$ cat src/rtl/noc_pkg.sv
// noc_pkg: shared NOC widths and flit/port-id types
package noc_pkg;
  localparam int ADDR_WIDTH = 32;
  localparam int DATA_WIDTH = 32;
  localparam int FLIT_W = ADDR_WIDTH + DATA_WIDTH;
  localparam int RADIX = 2;
  localparam int ID_W = $clog2(RADIX);
  typedef logic [FLIT_W-1:0] flit_t;
  typedef logic [ID_W-1:0] port_id_t;
endpackage

$ cat src/rtl/noc_c2m_arbiter_if.sv
// noc_c2m_arbiter_if: core-side FIFO heads in, downstream C2M FIFO enqueue out
interface noc_c2m_arbiter_if import noc_pkg::*; #(parameter int N = 2);
  localparam int IW = $clog2(N);
  logic [N-1:0] req_empty;
  flit_t req_flit [N];
  logic [N-1:0] req_deq;
  logic out_enq;
  flit_t out_flit;
  logic out_full;
  logic [IW-1:0] out_src;
  modport master (input req_empty, req_flit, out_full, output req_deq, out_enq, out_flit, out_src);
  modport slave (output req_empty, req_flit, out_full, input req_deq, out_enq, out_flit, out_src);
endinterface

$ cat src/rtl/noc_rr_pick.sv
// noc_rr_pick: combinational round-robin pick of the first request at or after ptr
module noc_rr_pick #(
  parameter int RADIX = 2,
  parameter int ID_W = $clog2(RADIX)
) (
  input  logic [RADIX-1:0] req_i,
  input  logic [ID_W-1:0]  ptr_i,
  output logic [RADIX-1:0] gnt_onehot_o,
  output logic [ID_W-1:0]  gnt_id_o,
  output logic             any_o
);
  logic [2*RADIX-1:0] dbl;
  logic [RADIX-1:0] rot;
  int off, s;
  always_comb begin
    dbl = {req_i, req_i} >> ptr_i;
    rot = dbl[RADIX-1:0];
    off = 0;
    for (int i = RADIX - 1; i >= 0; i--) off = rot[i] ? i : off;
    s = int'(ptr_i) + off;
    gnt_id_o = ID_W'(s >= RADIX ? s - RADIX : s);
    any_o = |req_i;
    gnt_onehot_o = any_o ? RADIX'(1) << gnt_id_o : '0;
  end
endmodule

$ cat src/rtl/noc_c2m_arbiter.sv
// noc_c2m_arbiter: round-robin (optional burst hold) C2M arbiter with one-entry output register
module noc_c2m_arbiter import noc_pkg::*; #(
  parameter int RADIX = 2,
  parameter int BURST_LEN = 1
) (
  input logic clk,
  input logic rst,
  noc_c2m_arbiter_if.master bus
);
  localparam int IW = $clog2(RADIX);
  localparam int BW = $clog2(BURST_LEN + 1);
  logic out_valid_q, out_valid_d;
  flit_t out_flit_q, out_flit_d;
  logic [IW-1:0] out_src_q, out_src_d, ptr_q, ptr_d, last_q, last_d, pick_id, g;
  logic [BW-1:0] burst_q, burst_d;
  logic [RADIX-1:0] req, pick_oh;
  logic any, ld, hold, grant;
  assign req = ~bus.req_empty;
  noc_rr_pick #(.RADIX(RADIX), .ID_W(IW)) u_pick (
    .req_i(req), .ptr_i(ptr_q), .gnt_onehot_o(pick_oh), .gnt_id_o(pick_id), .any_o(any)
  );
  always_comb begin
    ld = ~out_valid_q | ~bus.out_full;
    hold = (BURST_LEN > 1) && req[last_q] && (burst_q < BW'(BURST_LEN - 1));
    g = hold ? last_q : pick_id;
    grant = ld & any;
    bus.req_deq = (grant & ~rst) ? RADIX'(1) << g : '0;
    bus.out_enq = out_valid_q & ~bus.out_full & ~rst;
    bus.out_flit = out_flit_q;
    bus.out_src = out_src_q;
    out_valid_d = grant ? 1'b1 : (ld ? 1'b0 : out_valid_q);
    out_flit_d = grant ? bus.req_flit[g] : out_flit_q;
    out_src_d = grant ? g : out_src_q;
    last_d = grant ? g : last_q;
    burst_d = grant ? (hold ? BW'(burst_q + 1'b1) : '0) : burst_q;
    ptr_d = (grant & ~hold) ? ((g == IW'(RADIX - 1)) ? '0 : IW'(g + 1'b1)) : ptr_q;
  end
  always_ff @(posedge clk) begin
    if (rst) begin
      out_valid_q <= 1'b0;
      out_flit_q <= '0;
      out_src_q <= '0;
      ptr_q <= '0;
      last_q <= '0;
      burst_q <= '0;
    end else begin
      out_valid_q <= out_valid_d;
      out_flit_q <= out_flit_d;
      out_src_q <= out_src_d;
      ptr_q <= ptr_d;
      last_q <= last_d;
      burst_q <= burst_d;
    end
  end
endmodule

$ cat src/flat_wrapper.sv
// flat-port wrapper written by rule: the top's interface ports become plain ports
module noc_c2m_arbiter_flat import noc_pkg::*;
#(
  parameter int RADIX = 2,
  parameter int BURST_LEN = 1
)
  (clk, rst, bus_req_empty, bus_req_flit, bus_out_full, bus_req_deq, bus_out_enq, bus_out_flit, bus_out_src);
  noc_c2m_arbiter_if #(.N(2)) bus_i ();
  input logic clk;
  input logic rst;
  input wire logic [$bits(bus_i.req_empty)-1:0] bus_req_empty;
  input wire logic [$bits(bus_i.req_flit)-1:0] bus_req_flit;
  input wire logic [$bits(bus_i.out_full)-1:0] bus_out_full;
  output wire logic [$bits(bus_i.req_deq)-1:0] bus_req_deq;
  output wire logic [$bits(bus_i.out_enq)-1:0] bus_out_enq;
  output wire logic [$bits(bus_i.out_flit)-1:0] bus_out_flit;
  output wire logic [$bits(bus_i.out_src)-1:0] bus_out_src;
  assign bus_i.req_empty = bus_req_empty;
  assign bus_i.req_flit = {>>{bus_req_flit}};
  assign bus_i.out_full = bus_out_full;
  assign bus_req_deq = bus_i.req_deq;
  assign bus_out_enq = bus_i.out_enq;
  assign bus_out_flit = bus_i.out_flit;
  assign bus_out_src = bus_i.out_src;
  noc_c2m_arbiter #(.RADIX(RADIX), .BURST_LEN(BURST_LEN)) u_core (.clk(clk), .rst(rst), .bus(bus_i));
endmodule
$ cat config.mk
export PLATFORM = sky130hd
export DESIGN_NAME = noc_c2m_arbiter_flat
export DESIGN_NICKNAME = d
export VERILOG_FILES = /design/src/rtl/noc_pkg.sv /design/src/rtl/noc_c2m_arbiter_if.sv /design/src/rtl/noc_rr_pick.sv /design/src/rtl/noc_c2m_arbiter.sv /design/src/flat_wrapper.sv
export SDC_FILE = /design/constraint.sdc
export NUM_CORES = 1
export LEC_CHECK = 0
export ABC_AREA = 0
export CORE_ASPECT_RATIO = 1.5
export CORE_MARGIN = 8
export CORE_UTILIZATION = 35
export CTS_BUF_LIST = sky130_fd_sc_hd__clkbuf_4 sky130_fd_sc_hd__clkbuf_8
export CTS_CLUSTER_DIAMETER = 40
export DETAILED_ROUTE_END_ITERATION = 10
export GPL_ROUTABILITY_DRIVEN = 0
export PLACE_DENSITY_LB_ADDON = 0.2
export SLEW_MARGIN = 25
export SYNTH_ARGS = -nofsm -noshare
export SYNTH_HDL_FRONTEND = slang
export SYNTH_HIERARCHICAL = 1
export SYNTH_SLANG_ARGS = --single-unit
$ cat constraint.sdc
create_clock -name clk -period 1.9 [get_ports clk]
set_input_delay 0.285 -clock clk [delete_from_list [all_inputs] [get_ports clk]]
set_output_delay 0.285 -clock clk [all_outputs]
set_load 0.05 [all_outputs]
After elaboration in Yosys (flattened, before gate mapping)
Index checks and enable logic that the tools add are counted.

operators by class
  add/subtract/negate cells = 3
  $lt $le $gt $ge = 2
  shift operators = 2
  muxes and demuxes = 10
  bitwise gates (word level) = 10
  reductions and logical operators = 2

operators with widths
  operator                                         number
  two-way mux 64 bit                               3
  two-way mux 1 bit                                6
  bitwise AND 1 bit                                4
  >= comparator 2 bit, second input constant       2
  >> shifter 4 x 1 -> 2 bit                        1
  inverter 1 bit                                   3
  adder 1 x 1 -> 2 bit                             1
  two-way mux 2 bit                                1
  inverter 1 -> 2 bit                              1
  inverter 2 bit                                   1
  nonzero test 2 bit                               1
  OR reduction 2 bit                               1
  left shift 1 x 1 -> 2 bit, first input constant  1
  adder 1 bit, second input constant               1
  bitwise OR 1 bit                                 1
  subtractor 1 bit, second input constant          1

word-level totals
  register bits after elaboration = 67
  input port bits = 133

Depth between registers and ports, before layout
  word-level depth = 11
  mapped depth = 8
  gate-level depth less buffers = 5

Cells and area by module
The synthesis kept the hierarchy.

modules (own cells, without submodules)
  module           times used  cells an instance  area each (sq um)  seq. area each (sq um)
  noc_c2m_arbiter  1           303                3168.0             1341.3
  noc_rr_pick      1           6                  36.3               0.0

Least setup slack after synthesis
OpenSTA, ideal clock, no wires.

  path kind = input -> output
  start point = input bus_req_empty[0]
  end point = output bus_req_deq[0]
  data arrival time = 2.026 ns
  setup slack = -0.411 ns
  cell stages on the path = 7
  cell sequence = inv_1 a21boi_2 nor2_1 buf_2 buf_6 buf_6 nor3_1

between the ends
  word-level cells in the longest chain between the ends = 9
  elaborated cells between the ends (all ways) = 13
  those cells by class = add/sub: 2; order compare: 1; shift: 2; mux: 4; bitwise: 3; reduce/logical: 1

ends and longest elaborated chain
  what                                                     line                   text
  from (decl)                                              flat_wrapper.sv:11     input wire logic [$bits(bus_i.req_empty)-1:0] bus_req_empty;
  inverter 2 bit *                                         noc_c2m_arbiter.sv:18  assign req = ~bus.req_empty;
  >> shifter 4 x 1 -> 2 bit *                              noc_rr_pick.sv:16      dbl = {req_i, req_i} >> ptr_i;
  two-way mux 1 bit                                        noc_rr_pick.sv:19      for (int i = RADIX - 1; i >= 0; i--) off = rot[i] ? i : off;
  two-way mux 1 bit *                                      noc_rr_pick.sv:19
  adder 1 x 1 -> 2 bit *                                   noc_rr_pick.sv:20      s = int'(ptr_i) + off;
  >= comparator 2 bit or subtractor 1 bit (tied branches)  noc_rr_pick.sv:21      gnt_id_o = ID_W'(s >= RADIX ? s - RADIX : s);
  two-way mux 1 bit *                                      noc_rr_pick.sv:21
  net u_core.g                                             noc_c2m_arbiter.sv:14  logic [IW-1:0] out_src_q, out_src_d, ptr_q, ptr_d, last_q, last_d, pick_id, g;
  left shift 1 x 1 -> 2 bit *                              noc_c2m_arbiter.sv:27  bus.req_deq = (grant & ~rst) ? RADIX'(1) << g : '0;
  two-way mux 2 bit *                                      noc_c2m_arbiter.sv:27
  to (decl)                                                flat_wrapper.sv:14     output wire logic [$bits(bus_i.req_deq)-1:0] bus_req_deq;

Mark *: on every way through the listed nets, which the timed path passes. The rest lies on a longest branch.

Final worst setup path
  start point = input bus_req_empty[0]
  end point = output bus_req_deq[1]

between the ends
  word-level cells in the longest chain between the ends = 9
  elaborated cells between the ends (all ways) = 13
  those cells by class = add/sub: 2; order compare: 1; shift: 2; mux: 4; bitwise: 3; reduce/logical: 1

ends and longest elaborated chain
  what                                                     line                   text
  inverter 2 bit *                                         noc_c2m_arbiter.sv:18
  net u_core.req[0]                                        noc_c2m_arbiter.sv:16  logic [RADIX-1:0] req, pick_oh;
  >> shifter 4 x 1 -> 2 bit *                              noc_rr_pick.sv:16
  two-way mux 1 bit                                        noc_rr_pick.sv:19
  two-way mux 1 bit *                                      noc_rr_pick.sv:19
  adder 1 x 1 -> 2 bit *                                   noc_rr_pick.sv:20
  >= comparator 2 bit or subtractor 1 bit (tied branches)  noc_rr_pick.sv:21
  two-way mux 1 bit *                                      noc_rr_pick.sv:21
  net u_core.g                                             noc_c2m_arbiter.sv:14
  left shift 1 x 1 -> 2 bit *                              noc_c2m_arbiter.sv:27
  two-way mux 2 bit *                                      noc_c2m_arbiter.sv:27

Marked as above.

==> run metrics <==
outcome=completed; CP bufs+invs=3; worst setup path start=bus_req_empty[0]; Sink Count=67; P_int=2870 uW; initial antenna violation count=0; top routing layer used=met4; Starting Density=0.362; Initial DRC Count=71; fin crit share=0.963; Synth Instances=307; critical path's top delay family=buffers and inverters; Final Max Tran Viols=0; layout cells sized above 1=0.162; CTS buffer count=9; slowest stage delay, CP=460 ps; FILL cells=775; Data arrival, critical path=1540 ps; crit-path max FO=5; DP Wirelength=8300 um; Gate power share=0.379; gr ovfl total=0; Worst Hold Class=input port to flop; CTS root buf=clkbuf_8; yosys warns=6; reg2reg start=u_core/ptr_q; WP data required=1620 ps; die area=12500 um2; Antenna Cells=0; Final Hold Vio Count=0; VDD IR max=482 uV; min-delay src=rst; Die X=94.0 um; # DRC=0; worst-skew pair later-pin latency=340 ps; Layout Skew=5.29 ps; Seq pwr share=0.370; crit-path cells=clkdlybuf4s50_1 > inv_1 > a21boi_2 > nor2_4 > and3_4 > buf_12; startpoint types=input port; total number of vias=2980; Pwr Total=4370 uW; slowest CP cell=clkdlybuf4s50_1; CTS tree=built; worst slew pin tran=562 ps; Post-DRT Antenna Nets=0; Worst Setup End Kind=output pin; hold path depth=2; nets@finish=634; Clk network pwr share=0.251; vias in the first global route=3181; Max Clk Rate=547 MHz; Reg2Reg Depth=6; switching portion of total power=0.343; met2 wire length=5390 um; Core Rows=42; # setup viols final=0; first-pass GRT wire length=16100 um; PwrDens=786 nW/um2; Syn-to-layout area delta=73.9%; fin crit period=1830 ps; Synthesized Nets=440; routed length per placed instance=16.7 um; total track usage=0.165; Levels on crit path=6; H-tree depth=3; DRT met1 WL=3810 um; Post-Syn Area=3190 um2; Final Util=0.629; IO Count=201; clock slew at reported path FFs=70 ps; Net Sw Power=1500 uW; routed wire length=10300 um; P_leak=0.00217 uW; RSZ-0062 raised after global routing=false; Rel. slew slack=0.624; footprint of the multi-input gates=1680 um2; Met3 Wirelength=818 um; I/O Buffers=200; die height=133 um; Register Area=1340 um2; TritonRoute pass-1 iters=4; CTS Buffer Depth=2; vias per cell=4.84; placeable core region=8830 um2; largest net degree at the start of global routing=52; Crit Path Class=input port to output pin; Avg Inst Size Synth=10.4 um2; Max-Cap Viols=0
==> power groups by stage <==
stage                     sequential, uW  clock, uW  combinational, uW
final                               1610       1100               1650
after global routing                1630       1210               1750
after floorplan                     2110          0                522
after global placement              1640          0               1650
after detailed placement            1650          0               1670
after CTS                           1610       1140               1680
==> worst paths after layout <==
check | endpoint | slack (ps)
hold / removal | u_core/out_valid_q | 310
setup reg to reg | u_core/bus.out_flit[15] | 350
setup / recovery | bus_req_deq[1] | 70
hold reg to reg | u_core/bus.out_flit[63] | 500
==> through the flow <==
step / setup TNS (ps) / cells / hold WS, ps / worst slack [ps] / cell area [um2]
2_1_floorplan: 0 / 307 / 428 / 32.7 / 3200
3_3_place_gp: -5.29 / 599 / 485 / -5.29 / 5360
3_5_place_dp: -644 / 599 / 490 / -38.4 / 5360
4_1_cts: 0 / 616 / 291 / 7.48 / 5550
5_1_grt: 0 / 616 / 317 / 4.65 / 5550
6_report: 0 / 616 / 307 / 71.1 / 5550
==> cells in the final DEF (no fill, tap or decap) <==
cell type and instances:
nor3_2 1, mux2i_1 64, a31o_2 1, nor3b_2 1, or2_1 1, a211oi_1 25
nand2_1 2, and3_4 1, buf_12 9, dfxtp_1 67, a21boi_2 1, nor2_1 67
nor2_4 1, a211oi_2 40, clkbuf_4 3, clkbuf_8 11, buf_4 10, a21oi_1 1
clkdlybuf4s50_1 194, inv_1 3, clkinv_2 2, a21boi_4 1
==> timing repair <==
| action | 4_1_cts | 5_1_grt |
|---|---|---|
| hold buffers | 0 | 0 |
| pin swaps | 1 | 1 |
| setup endpoints to repair | 1 | 1 |
| buffers inserted | 1 | 0 |
| resized for setup | 0 | 1 |
==> final cells by class <==
class                      instances  share of cell area
tap                              110              0.0248
inverter                           3             0.00203
clock inverter                     2             0.00180
sequential                        67               0.241
timing repair buffer             213               0.396
clock buffer                      14              0.0313
multi-input combinational        207               0.303
==> layer usage <==
metal | vias up | GRT usage
met1 | 1352 | 0.162
met3 | 19 | 0.0538
met5 | - | 0
met2 | 115 | 0.294
met4 | 0 | 0.0868
li1 | 1494 | -
==> state kept, by name, indices dropped and copies added, names as in the netlist <==
| signal | count |
|---|---|
| u_core/bus.out_src | 1 |
| u_core/bus.out_flit | 64 |
| u_core/out_valid_q | 1 |
| u_core/ptr_q | 1 |
Note: power is estimated with default switching activity, not from simulation.
==> patch (config.mk and constraints unchanged) <==
The package constant `DATA_WIDTH` goes from 32 to 48.
--- a/src/rtl/noc_pkg.sv
+++ b/src/rtl/noc_pkg.sv
@@ -3,3 +3,3 @@
   localparam int ADDR_WIDTH = 32;
-  localparam int DATA_WIDTH = 32;
+  localparam int DATA_WIDTH = 48;
   localparam int FLIT_W = ADDR_WIDTH + DATA_WIDTH;
Ports: changed (resized bus_out_flit and bus_req_flit); port bits go from 201 to 249. The function was not compared with the original's and may differ.
==> patch against the unedited design <==
- clock power grew 25%
- critical endpoint unchanged
- utilization shrank 4.2 points
- synthesized area is 33% higher
- global-route usage is 0.055 points lower
- critical path type unchanged
- clock skew increased by 7.3 ps
- synthesized cell count is 23% higher
- largest power group unchanged
- total power rose by 25%
- cell area grew 26%
- routed wire length rose by 33%
- combinational power grew 27%
- sequential cell count up 16
- sequential power increased by 24%
- worst setup slack better by 1.7 ps
==> patch: results (changes against the unedited design) <==
[final_layout]
fin_nets = 785  ; +24%
finalNonFillerCells = 775  ; +26%
drive_gt1_frac = 0.2026  ; +0.04052
antenna_cells = 0  ; unchanged
seq_area_mm2 = 0.001662  ; +24%
largest_reg_flops = 80  ; +25%
fillCellCount = 1035  ; +34%

[critical_path]
r2r_end = u_core/bus.out_flit[20]
r2r-start = u_core/ptr_q
setup.worst_path.start = bus_req_empty[0]
r2r_setup_slack_ps = 360
cp-endpoint = bus_req_deq[1]
rr_worst_depth = 5  ; -1
worstPathMaxFanout = 4  ; -1
cp.arrival_ps = 1540  ; about the same

[run_status]
outcome = finished, final reports clean

[place]
dp.cells = 762  ; +27%
portBuffers = 248  ; +24%
dpl-instance-area_mm2 = 0.006773  ; +26%
dp_hpwl_um = 11070  ; +33%
pre_cts_slack_ps = -117.0  ; -78.52 ps

[grt]
grt_pass1_wl_um = 20520  ; +27%
antenna_found_initial = 0  ; unchanged
grt_use_total = 0.1642  ; -0.0005506
grt_pass1_vias = 3895  ; +22%
grt_max_degree = 44  ; -15%

[logic_synthesis]
syn-num-nets = 542  ; +23%
avgSynthCellArea_um2 = 11.23  ; +7.9%
ys.warnings.count = 6  ; unchanged

[clock_tree]
post_cts.repair.setup_buffers = 0  ; -1
cts_resized = 0  ; unchanged
path_clk_slew_ps = 70  ; about the same
clkLatencyLatePin_ps = 350
clock_path_buffers = 2  ; unchanged
cts_made_buffers = 9  ; unchanged
cts-root-buf = clkbuf_8
htreeDepth = 3  ; unchanged

[sta]
period_share = 0.9617  ; about the same
worst_pin_slew_ps = 720.8  ; +159.1 ps
clock_skew_ps = 12.58  ; +7.291 ps
worst_hold_slack_ps = 152.9  ; -154.2 ps

[detailed_routing]
first_iter_violations = 84  ; +18%
drt_pass1_iterations = 2  ; -2
vias = 3728  ; +25%
routed_wl_um = 13680  ; +33%

[worst_hold_path]
min_path_cells = 2  ; unchanged
hold_start = rst
holdPathEnd = u_core/out_valid_q
hold_path.class = input pin to flip-flop

[power]
vdd_drop_max_mv = 0.4411  ; -8.5%
leakage_nw = 2.681  ; +23%

==> patch: worst max-delay path: stages <==
cell and delay, ps:
clkdlybuf4s50_1 460, inv_1 40, or2_1 240, a21boi_4 160, and3_4 200, buf_12 140
==> patch: per-layer routing <==
layer / routed length, µm / GRT usage
met1: 4825 / 0.1629
met2: 7500 / 0.2985
met3: 867 / 0.05056
met4: 483 / 0.08905
met5: 0 / 0
==> patch: layout make-up <==
type | instances | area share
repair buffers | 268 | 0.3854
multi-input cells | 255 | 0.3185
flip-flops and latches | 83 | 0.2380
well taps | 153 | 0.02742
clock buffers | 10 | 0.01972
clock inverters | 3 | 0.009321
inverters | 3 | 0.001613
==> patch: where the power goes <==
part / leakage (nW) / switching [mW] / total (mW) / internal, mW
Combinational: 1.89 / 1.18 / 2.10 / 0.918
Clock: 0.104 / 0.618 / 1.37 / 0.753
Sequential: 0.691 / 0.0891 / 2.00 / 1.91
Total: 2.68 / 1.89 / 5.47 / 3.58
